**src/rtl/prog_loader_pkg.sv**
```systemverilog
// Shared types and constants for the serial program loader.
package prog_loader_pkg;

    // First byte of every program frame
    localparam logic [7:0] SYNC_BYTE = 8'hA5;

    // UART receiver bit-level states
    typedef enum logic [1:0] {
        RX_IDLE  = 2'd0,
        RX_START = 2'd1,
        RX_DATA  = 2'd2,
        RX_STOP  = 2'd3
    } rx_state_t;

    // Frame-level loader states
    typedef enum logic [2:0] {
        L_SYNC  = 3'd0,
        L_COUNT = 3'd1,
        L_HI    = 3'd2,
        L_LO    = 3'd3,
        L_CSUM  = 3'd4
    } ld_state_t;

    // Running frame checksum: XOR of every data byte
    function automatic logic [7:0] csum_update(input logic [7:0] acc, input logic [7:0] data_byte);
        return acc ^ data_byte;
    endfunction

endpackage

```
**src/rtl/prog_loader_uart_rx.sv**
```systemverilog
// 8N1 UART byte receiver: input synchronizer, bit timing, stop-bit check.
module uart_rx_byte
    import prog_loader_pkg::*;
#(
    parameter int CLKS_PER_BIT = 868
) (
    input  logic       i_clk,
    input  logic       i_rst,
    input  logic       i_rxd,
    output logic       o_byte_valid,
    output logic       o_frame_err,
    output logic [7:0] o_byte
);

    localparam int CNT_W = $clog2(CLKS_PER_BIT);
    localparam logic [CNT_W-1:0] CNT_ZERO = {CNT_W{1'b0}};
    localparam logic [CNT_W-1:0] CNT_ONE  = {{(CNT_W-1){1'b0}}, 1'b1};
    localparam logic [CNT_W-1:0] CNT_HALF = CNT_W'(CLKS_PER_BIT / 2 - 1);
    localparam logic [CNT_W-1:0] CNT_FULL = CNT_W'(CLKS_PER_BIT - 1);

    logic             r_rxd_meta;
    logic             r_rxd_sync;
    logic             r_rxd_prev;
    logic             w_fall;
    rx_state_t        r_state;
    rx_state_t        w_state_nxt;
    logic [CNT_W-1:0] r_cnt;
    logic [CNT_W-1:0] w_cnt_nxt;
    logic [2:0]       r_bit_idx;
    logic [2:0]       w_bit_idx_nxt;
    logic [7:0]       r_shift;
    logic [7:0]       w_shift_nxt;
    logic             r_byte_valid;
    logic             w_byte_valid_nxt;
    logic             r_frame_err;
    logic             w_frame_err_nxt;

    // A start bit is a high-to-low transition of the synchronized line
    assign w_fall = r_rxd_prev & ~r_rxd_sync;

    // Two-flop synchronizer plus one delayed copy for edge detection; idles high
    always_ff @(posedge i_clk) begin
        if (i_rst) begin
            r_rxd_meta <= 1'b1;
            r_rxd_sync <= 1'b1;
            r_rxd_prev <= 1'b1;
        end else begin
            r_rxd_meta <= i_rxd;
            r_rxd_sync <= r_rxd_meta;
            r_rxd_prev <= r_rxd_sync;
        end
    end

    // Receiver state and datapath registers
    always_ff @(posedge i_clk) begin
        if (i_rst) begin
            r_state      <= RX_IDLE;
            r_cnt        <= CNT_ZERO;
            r_bit_idx    <= 3'd0;
            r_shift      <= 8'h00;
            r_byte_valid <= 1'b0;
            r_frame_err  <= 1'b0;
        end else begin
            r_state      <= w_state_nxt;
            r_cnt        <= w_cnt_nxt;
            r_bit_idx    <= w_bit_idx_nxt;
            r_shift      <= w_shift_nxt;
            r_byte_valid <= w_byte_valid_nxt;
            r_frame_err  <= w_frame_err_nxt;
        end
    end

    // Next-state logic: half-bit start check, then full-bit spaced samples
    always_comb begin
        w_state_nxt      = r_state;
        w_cnt_nxt        = r_cnt;
        w_bit_idx_nxt    = r_bit_idx;
        w_shift_nxt      = r_shift;
        w_byte_valid_nxt = 1'b0;
        w_frame_err_nxt  = 1'b0;
        case (r_state)
            RX_IDLE: begin
                w_cnt_nxt = CNT_ZERO;
                if (w_fall) begin
                    w_state_nxt = RX_START;
                end else begin
                    w_state_nxt = RX_IDLE;
                end
            end
            RX_START: begin
                if (r_cnt == CNT_HALF) begin
                    w_cnt_nxt     = CNT_ZERO;
                    w_bit_idx_nxt = 3'd0;
                    // Line back high at mid start bit: treat as a glitch
                    if (r_rxd_sync) begin
                        w_state_nxt = RX_IDLE;
                    end else begin
                        w_state_nxt = RX_DATA;
                    end
                end else begin
                    w_cnt_nxt = r_cnt + CNT_ONE;
                end
            end
            RX_DATA: begin
                if (r_cnt == CNT_FULL) begin
                    w_cnt_nxt   = CNT_ZERO;
                    w_shift_nxt = {r_rxd_sync, r_shift[7:1]};
                    if (r_bit_idx == 3'd7) begin
                        w_state_nxt = RX_STOP;
                    end else begin
                        w_bit_idx_nxt = r_bit_idx + 3'd1;
                    end
                end else begin
                    w_cnt_nxt = r_cnt + CNT_ONE;
                end
            end
            RX_STOP: begin
                if (r_cnt == CNT_FULL) begin
                    w_cnt_nxt   = CNT_ZERO;
                    w_state_nxt = RX_IDLE;
                    if (r_rxd_sync) begin
                        w_byte_valid_nxt = 1'b1;
                    end else begin
                        w_frame_err_nxt = 1'b1;
                    end
                end else begin
                    w_cnt_nxt = r_cnt + CNT_ONE;
                end
            end
            default: begin
                w_state_nxt = RX_IDLE;
                w_cnt_nxt   = CNT_ZERO;
            end
        endcase
    end

    assign o_byte_valid = r_byte_valid;
    assign o_frame_err  = r_frame_err;
    assign o_byte       = r_shift;

endmodule

```
**src/rtl/prog_loader.sv**
```systemverilog
// Serial bootloader: parses framed program images from the UART and writes
// them into program memory while holding the CPU.
module prog_loader
    import prog_loader_pkg::*;
#(
    parameter int CLKS_PER_BIT = 868,
    parameter int ADDR_W       = 8,
    parameter int DATA_W       = 16
) (
    input  logic              i_clk,
    input  logic              i_rst,
    input  logic              i_rxd,
    output logic              o_prog_cs,
    output logic              o_prog_we,
    output logic [ADDR_W-1:0] o_prog_addr,
    output logic [DATA_W-1:0] o_prog_data,
    output logic              o_cpu_hold,
    output logic              o_load_done,
    output logic              o_load_err,
    output logic [ADDR_W-1:0] o_word_count
);

    localparam logic [ADDR_W-1:0] WC_ZERO = {ADDR_W{1'b0}};
    localparam logic [ADDR_W-1:0] WC_ONE  = {{(ADDR_W-1){1'b0}}, 1'b1};

    logic              w_byte_valid;
    logic              w_frame_err;
    logic [7:0]        w_byte;
    logic [7:0]        w_words_inc;

    ld_state_t         r_state;
    ld_state_t         w_state_nxt;
    logic [7:0]        r_count;
    logic [7:0]        w_count_nxt;
    logic [7:0]        r_hi;
    logic [7:0]        w_hi_nxt;
    logic [7:0]        r_csum;
    logic [7:0]        w_csum_nxt;
    // Words seen in this frame mod 256; a count byte of 0 therefore means 256
    logic [7:0]        r_words;
    logic [7:0]        w_words_nxt;
    logic              r_prog_we;
    logic              w_prog_we_nxt;
    logic [ADDR_W-1:0] r_prog_addr;
    logic [ADDR_W-1:0] w_prog_addr_nxt;
    logic [DATA_W-1:0] r_prog_data;
    logic [DATA_W-1:0] w_prog_data_nxt;
    logic              r_cpu_hold;
    logic              w_cpu_hold_nxt;
    logic              r_load_done;
    logic              w_load_done_nxt;
    logic              r_load_err;
    logic              w_load_err_nxt;
    logic [ADDR_W-1:0] r_word_count;
    logic [ADDR_W-1:0] w_word_count_nxt;

    uart_rx_byte #(
        .CLKS_PER_BIT(CLKS_PER_BIT)
    ) u_rx (
        .i_clk       (i_clk),
        .i_rst       (i_rst),
        .i_rxd       (i_rxd),
        .o_byte_valid(w_byte_valid),
        .o_frame_err (w_frame_err),
        .o_byte      (w_byte)
    );

    assign w_words_inc = r_words + 8'd1;

    // Loader state and registered outputs
    always_ff @(posedge i_clk) begin
        if (i_rst) begin
            r_state      <= L_SYNC;
            r_count      <= 8'h00;
            r_hi         <= 8'h00;
            r_csum       <= 8'h00;
            r_words      <= 8'h00;
            r_prog_we    <= 1'b0;
            r_prog_addr  <= WC_ZERO;
            r_prog_data  <= {DATA_W{1'b0}};
            r_cpu_hold   <= 1'b0;
            r_load_done  <= 1'b0;
            r_load_err   <= 1'b0;
            r_word_count <= WC_ZERO;
        end else begin
            r_state      <= w_state_nxt;
            r_count      <= w_count_nxt;
            r_hi         <= w_hi_nxt;
            r_csum       <= w_csum_nxt;
            r_words      <= w_words_nxt;
            r_prog_we    <= w_prog_we_nxt;
            r_prog_addr  <= w_prog_addr_nxt;
            r_prog_data  <= w_prog_data_nxt;
            r_cpu_hold   <= w_cpu_hold_nxt;
            r_load_done  <= w_load_done_nxt;
            r_load_err   <= w_load_err_nxt;
            r_word_count <= w_word_count_nxt;
        end
    end

    // Frame parser: advances on received bytes, aborts on a framing error mid-frame
    always_comb begin
        w_state_nxt      = r_state;
        w_count_nxt      = r_count;
        w_hi_nxt         = r_hi;
        w_csum_nxt       = r_csum;
        w_words_nxt      = r_words;
        w_prog_we_nxt    = 1'b0;
        w_prog_addr_nxt  = r_prog_addr;
        w_prog_data_nxt  = r_prog_data;
        w_cpu_hold_nxt   = r_cpu_hold;
        w_load_done_nxt  = 1'b0;
        w_load_err_nxt   = r_load_err;
        w_word_count_nxt = r_word_count;
        if (w_frame_err) begin
            // Outside a frame a bad byte is just line noise
            if (r_state != L_SYNC) begin
                w_state_nxt    = L_SYNC;
                w_load_err_nxt = 1'b1;
                w_cpu_hold_nxt = 1'b0;
            end else begin
                w_state_nxt = L_SYNC;
            end
        end else if (w_byte_valid) begin
            case (r_state)
                L_SYNC: begin
                    if (w_byte == SYNC_BYTE) begin
                        w_state_nxt      = L_COUNT;
                        w_cpu_hold_nxt   = 1'b1;
                        w_load_err_nxt   = 1'b0;
                        w_word_count_nxt = WC_ZERO;
                        w_words_nxt      = 8'h00;
                        w_csum_nxt       = 8'h00;
                    end else begin
                        w_state_nxt = L_SYNC;
                    end
                end
                L_COUNT: begin
                    w_count_nxt = w_byte;
                    w_state_nxt = L_HI;
                end
                L_HI: begin
                    w_hi_nxt    = w_byte;
                    w_csum_nxt  = csum_update(r_csum, w_byte);
                    w_state_nxt = L_LO;
                end
                L_LO: begin
                    w_csum_nxt       = csum_update(r_csum, w_byte);
                    w_prog_we_nxt    = 1'b1;
                    w_prog_addr_nxt  = r_word_count;
                    w_prog_data_nxt  = DATA_W'({r_hi, w_byte});
                    w_word_count_nxt = r_word_count + WC_ONE;
                    w_words_nxt      = w_words_inc;
                    if (w_words_inc == r_count) begin
                        w_state_nxt = L_CSUM;
                    end else begin
                        w_state_nxt = L_HI;
                    end
                end
                L_CSUM: begin
                    if (w_byte == r_csum) begin
                        w_load_done_nxt = 1'b1;
                    end else begin
                        w_load_err_nxt = 1'b1;
                    end
                    w_cpu_hold_nxt = 1'b0;
                    w_state_nxt    = L_SYNC;
                end
                default: begin
                    w_state_nxt    = L_SYNC;
                    w_cpu_hold_nxt = 1'b0;
                end
            endcase
        end else begin
            w_state_nxt = r_state;
        end
    end

    assign o_prog_cs    = r_prog_we;
    assign o_prog_we    = r_prog_we;
    assign o_prog_addr  = r_prog_addr;
    assign o_prog_data  = r_prog_data;
    assign o_cpu_hold   = r_cpu_hold;
    assign o_load_done  = r_load_done;
    assign o_load_err   = r_load_err;
    assign o_word_count = r_word_count;

endmodule

```
**config.mk**
```make
export PLATFORM = sky130hd
export DESIGN_NAME = prog_loader
export DESIGN_NICKNAME = d
export VERILOG_FILES = /design/src/rtl/prog_loader_pkg.sv /design/src/rtl/prog_loader_uart_rx.sv /design/src/rtl/prog_loader.sv
export SDC_FILE = /design/constraint.sdc
export NUM_CORES = 1
export LEC_CHECK = 0
export CORE_UTILIZATION = 55
export CTS_CLUSTER_SIZE = 10
export DETAILED_ROUTE_END_ITERATION = 6
export GPL_TIMING_DRIVEN = 1
export PLACE_DENSITY_LB_ADDON = 0.15
export SKIP_CTS_REPAIR_TIMING = 1
export SYNTH_ARGS = -nofsm -noshare
export SYNTH_HDL_FRONTEND = slang
export SYNTH_HIERARCHICAL = 1
export SYNTH_SLANG_ARGS = --single-unit
export TNS_END_PERCENT = 50
```
**constraint.sdc**
```tcl
create_clock -name i_clk -period 2.9 [get_ports i_clk]
set_input_delay 0.58 -clock i_clk [delete_from_list [all_inputs] [get_ports i_clk]]
set_output_delay 0.58 -clock i_clk [all_outputs]
set_load 0.01 [all_outputs]
```
# Word-level counts from Yosys, hierarchy flattened
# Index checks and enable logic that the tools add are counted.
[totals] reg_bits=99 latch_bits=0 ram_bits=0 rom_bits=0 inputBits=3 mem_count=0
[classes] add_sub_neg=4 mul=0 div=0 order_cmp=0 eq_ne=23 shift=0 muxes=36 bitwise_logic=8 reduce_logical=25
[op_table] operator="8-bit one-hot mux with 2 select lines" n=3
[op_table] operator="10-bit one-hot mux with 3 select lines" n=1
[op_table] operator="10-bit two-way mux" n=2
[op_table] operator="4-bit AND reduction" n=5
[op_table] operator="8-bit by 1-bit adder with 8-bit output (second input constant)" n=2
[op_table] operator="8-bit == test" n=2
[op_table] operator="1-bit two-way mux" n=15
[op_table] operator="3-bit two-way mux" n=4
[op_table] operator="3-bit one-hot mux with 4 select lines" n=1
[op_table] operator="10-bit by 1-bit adder with 10-bit output (second input constant)" n=1
[op_table] operator="10-bit == test (second input constant)" n=1
[op_table] operator="10-bit by 9-bit == test with 1-bit output (second input constant)" n=1
[op_table] operator="2-bit two-way mux" n=5
[op_table] operator="2-bit by 1-bit != test with 1-bit output (second input constant)" n=5
[op_table] operator="3-bit AND reduction" n=3
[op_table] operator="3-bit OR reduction" n=3
[op_table] operator="8-bit == test (second input constant)" n=1
[op_table] operator="8-bit two-way mux" n=1
[op_table] operator="2-bit one-hot mux with 4 select lines" n=1
[op_table] operator="2-bit nonzero test" n=4
[op_table] operator="8-bit XOR" n=1
[op_table] operator="3-bit by 2-bit == test with 1-bit output (second input constant)" n=2
[op_table] operator="3-bit == test (second input constant)" n=2
[op_table] operator="2-bit != test (second input constant)" n=3
[op_table] operator="other kinds (16)" n=27

# Depth between registers and ports, before layout
[depth] ltp_word=5 depth_mapped=7 mapped_depth_nobuf=6

# Cells and area by module
# Netlist, hierarchy kept.
[modules_own_cells] module="prog_loader" instances=1 cells_each=389 area_each_um2=3156.8 seq_area_each_um2=1421.4
[modules_own_cells] module="uart_rx_byte" instances=1 cells_each=141 area_each_um2=1268.7 seq_area_each_um2=560.5

# Worst setup path after synthesis
# No wires, ideal clock.
[synth_timing] path_kind="reg2reg" start="register u_rx.r_shift[2] (netlist: u_rx/o_byte[2])" end="register r_word_count[7] (netlist: o_word_count[7])" setup_ns=0.070 arrival_ns=2.129 setup_slack_ns=0.702 path_stages_with_launch=7 path_buffers=1 cell_sequence="dfxtp_1 or4b_4 o31a_1 buf_6 nand2b_4 or4_1 a21oi_1"
[synth_between] elab_chain_len=3
[synth_rtl] element="start: declaration" line_no="prog_loader_uart_rx.sv:31" text="logic [7:0] r_shift;"
[synth_rtl] element="start signal: assignment" line_no="prog_loader_uart_rx.sv:67" text="r_shift <= w_shift_nxt;"
[synth_rtl] element="8-bit == test" line_no="prog_loader.sv:127" text="if (w_byte == SYNC_BYTE) begin"
[synth_rtl] element="2-bit != test (no line)"
[synth_rtl] element="4-bit AND reduction (no line)"
[synth_rtl] element="end signal: assignment" line_no="prog_loader.sv:97" text="r_word_count <= w_word_count_nxt;"
[synth_rtl] element="end: declaration" line_no="prog_loader.sv:54" text="logic [ADDR_W-1:0] r_word_count;"
# Every way passes these cells.
# A chain may end at the register's enable or synchronous reset.

# Final worst setup path
# Ends and elaborated chain as after synthesis.

==> impl_metrics.yaml <==
setup_path:
  path_class: "reg -> reg"
  cp.arrival_ns: 2.71
  cp_max_fo: 10
  start_kind: "register"
  startpoint: "u_rx/o_byte[2]$_SDFFE_PP0P_"
  critPathCaptureType: "register"
  r2r_start: "u_rx/o_byte[2]$_SDFFE_PP0P_"
  worstPathRequired_ns: 3.20
layout:
  layout_commonest_cell: "dfxtp_1"
  final_util_pct: 64.9
  final_area_sq_mm: 0.00504
  n_fill_cell: 688
  diodes: 0
  instances_no_fill: 661
  finalNetCount: 563
  final_cell_mix: "99 x dfxtp_1, 81 x nand2_1, 58 x a21oi_1, 54 x nor2_1, 38 x clkdlybuf4s50_1"
  final_layout_size_suffix_gt1_share_pct: 6.80
  areaGrowthSynthToFinish_pct: 14.0
routing:
  drc: 0
  routed_wl_um: 9240
  postRouteAntennaNets: 0
  drt_iter0_drc: 173
  dr.pass1.iters: 4
  via_per_inst: 5.54
  wire_per_inst_um: 14.0
  routed-via-count: 3665
clocking:
  cts_buffers: 9
  clockBufferDepth: 2
  worstSkewPairLatency_ns: 0.36
  clk_pin_slew_ns: 0.10
  cts_sinks: 99
  cts_tree: "built"
  htree_levels: 3
  clockRootBuffer: "clkbuf_8"
yosys:
  synth_ff_type: "dfxtp_1"
  syn_nets: 539
  yosys_warnings: 6
  synthCells: 530
  ys_seq_area_share_pct: 44.8
  synth-edff-count: 0
  ys_seq_elements: 99
  synth.distinct_cells: 54
  ys_async_sr_fraction_pct: 0
  syn_area_sq_mm: 0.00443
  avgSynthCellArea_sq_um: 8.35
floorplanning:
  ios: 40
  die_y_um: 91.7
  dieWidth_um: 91.7
  std_cell_rows: 32
  design.die.area_sq_mm: 0.00841
  start_util_pct: 57.0
  core_area_sq_mm: 0.00777
job:
  drv_cap: 0
global_routing:
  grt_pass1_wl_um: 15800
  grt.total_usage_pct: 23.1
  grt-ovfl-total: 0
  grt_max_degree: 66
  grt_pass1_vias: 3441
  antenna_found_initial: 0
sta:
  rsz0062_at_grt: "no"
  finClkSkew_ns: 0.0103
  period_share_pct: 83.3
  hold_viol: 0
  drv_slew: 0
  fin_crit_ns: 2.42
  fmax_ghz: 0.414
  slew_headroom_pct: 55.0
  finalSetupViolations: 0
  finalSetupTns_ns: 0
  tightest_slew_ns: 0.658
min_path:
  hold_class: "reg -> reg"
  hp-start: "u_rx/r_rxd_meta$_SDFF_PP1_"
outcome:
  status: "completed"
placement:
  place_congestion: 0.860
  place_hpwl_um: 6410
  numPlacedInstances: 645
  placed_area_sq_mm: 0.00484
  io_buffers: 39
pwr:
  leakage_nw: 1.69
  ir_worst_vdd_mv: 0.376
  p_per_area_mw_per_mm2: 464
report_power, final:
part | internal, mW | switching [mW]
Clock | 0.416 | 0.502
Sequential | 1.36 | 0.00730
Combinational | 0.0183 | 0.0326
per-stage QoR:
step                      power (mW)  hold slack (ns)  worst slack (ns)
final                           2.34            0.423             0.484
after global routing            2.43            0.434             0.418
after CTS                       2.37            0.424             0.498
after detailed placement        1.45            0.400             0.525
after global placement          1.45            0.394             0.603
after floorplan                 1.44            0.389             0.702
cell type report:
type / instances / area (sq um) / area share, %
clock inverters: 7 / 82.6 / 1.64
well taps: 102 / 128 / 2.53
repair buffers: 44 / 435 / 8.63
flip-flops and latches: 99 / 1980 / 39.3
clock buffers: 9 / 124 / 2.46
multi-input cells: 381 / 2220 / 44.0
inverters: 19 / 71.3 / 1.41
critical path, stage by stage (launching register included):
cell and delay, ns:
dfxtp_1 0.51, or4b_4 0.52, o31a_1 0.44, nand2b_4 0.21, or4_1 0.51, a21oi_1 0.16
worst paths after layout:
| check | end | depth (start not counted) | slack, ns |
|---|---|---|---|
| setup reg to reg | o_word_count[7]$_SDFFE_PP0P_ | 5 | 0.48 |
| hold / removal | u_rx/r_rxd_sync$_SDFF_PP1_ | 1 | 0.42 |
| setup / recovery | o_word_count[7]$_SDFFE_PP0P_ | 5 | 0.48 |
| hold reg to reg | u_rx/r_rxd_sync$_SDFF_PP1_ | 1 | 0.42 |
registers in the layout, indices dropped and copies added, names as in the netlist, 3 cells and up, named ones only:
name / cells
u_rx/r_bit_idx: 3
u_rx/r_cnt: 10
u_rx/o_byte: 8
o_prog_data: 16
r_count: 8
r_state: 3
r_csum: 8
o_word_count: 8
r_words: 8
o_prog_addr: 8
r_hi: 8
logic make-up after synthesis:
group | after synthesis | share of synthesized area [%]
buffers and inverters | 50 | 5.09
xor gates and xnor gates | 38 | 7.52
DFF | 99 | 44.8
muxes | 7 | 1.58
and+or+nand+nor | 226 | 24.9
adders and majority gates | 6 | 1.70
AOI/OAI and AO/OA | 104 | 14.4
per-layer routing:
metal	vias to the layer above	wire length, um	global-route usage (%)
li1	1870	-	-
met4	0	180	10.0
met1	1727	4220	28.1
met2	52	4580	39.9
met3	16	263	4.23
met5	-	0	0
synth_stat cells (2+ instances only):
master	number	area (sq um)
o32a_1	2	20.0
a31oi_1	6	37.5
a22oi_1	2	15.0
nor3b_1	6	45.0
dfxtp_1	99	1980
nor3_1	10	50.1
or3_1	5	31.3
ha_1	6	75.1
nor4_1	6	37.5
o21ai_0	12	60.1
or2_2	4	25.0
nand3b_1	4	30.0
buf_6	2	22.5
and2_1	4	25.0
xor2_1	15	131
mux2i_1	7	70.1
nand2b_1	10	62.6
inv_1	19	71.3
o32ai_1	5	43.8
xnor2_1	23	201
a311oi_1	6	52.6
buf_4	5	37.5
a21oi_1	58	290
nand4_1	7	43.8
a31o_2	2	17.5
nand3_1	18	90.1
nor2_1	55	206
clkbuf_1	23	86.3
nor2b_1	2	12.5
nand2_1	81	304
nand4b_1	3	26.3
Note: power is estimated with default switching activity, not from simulation.
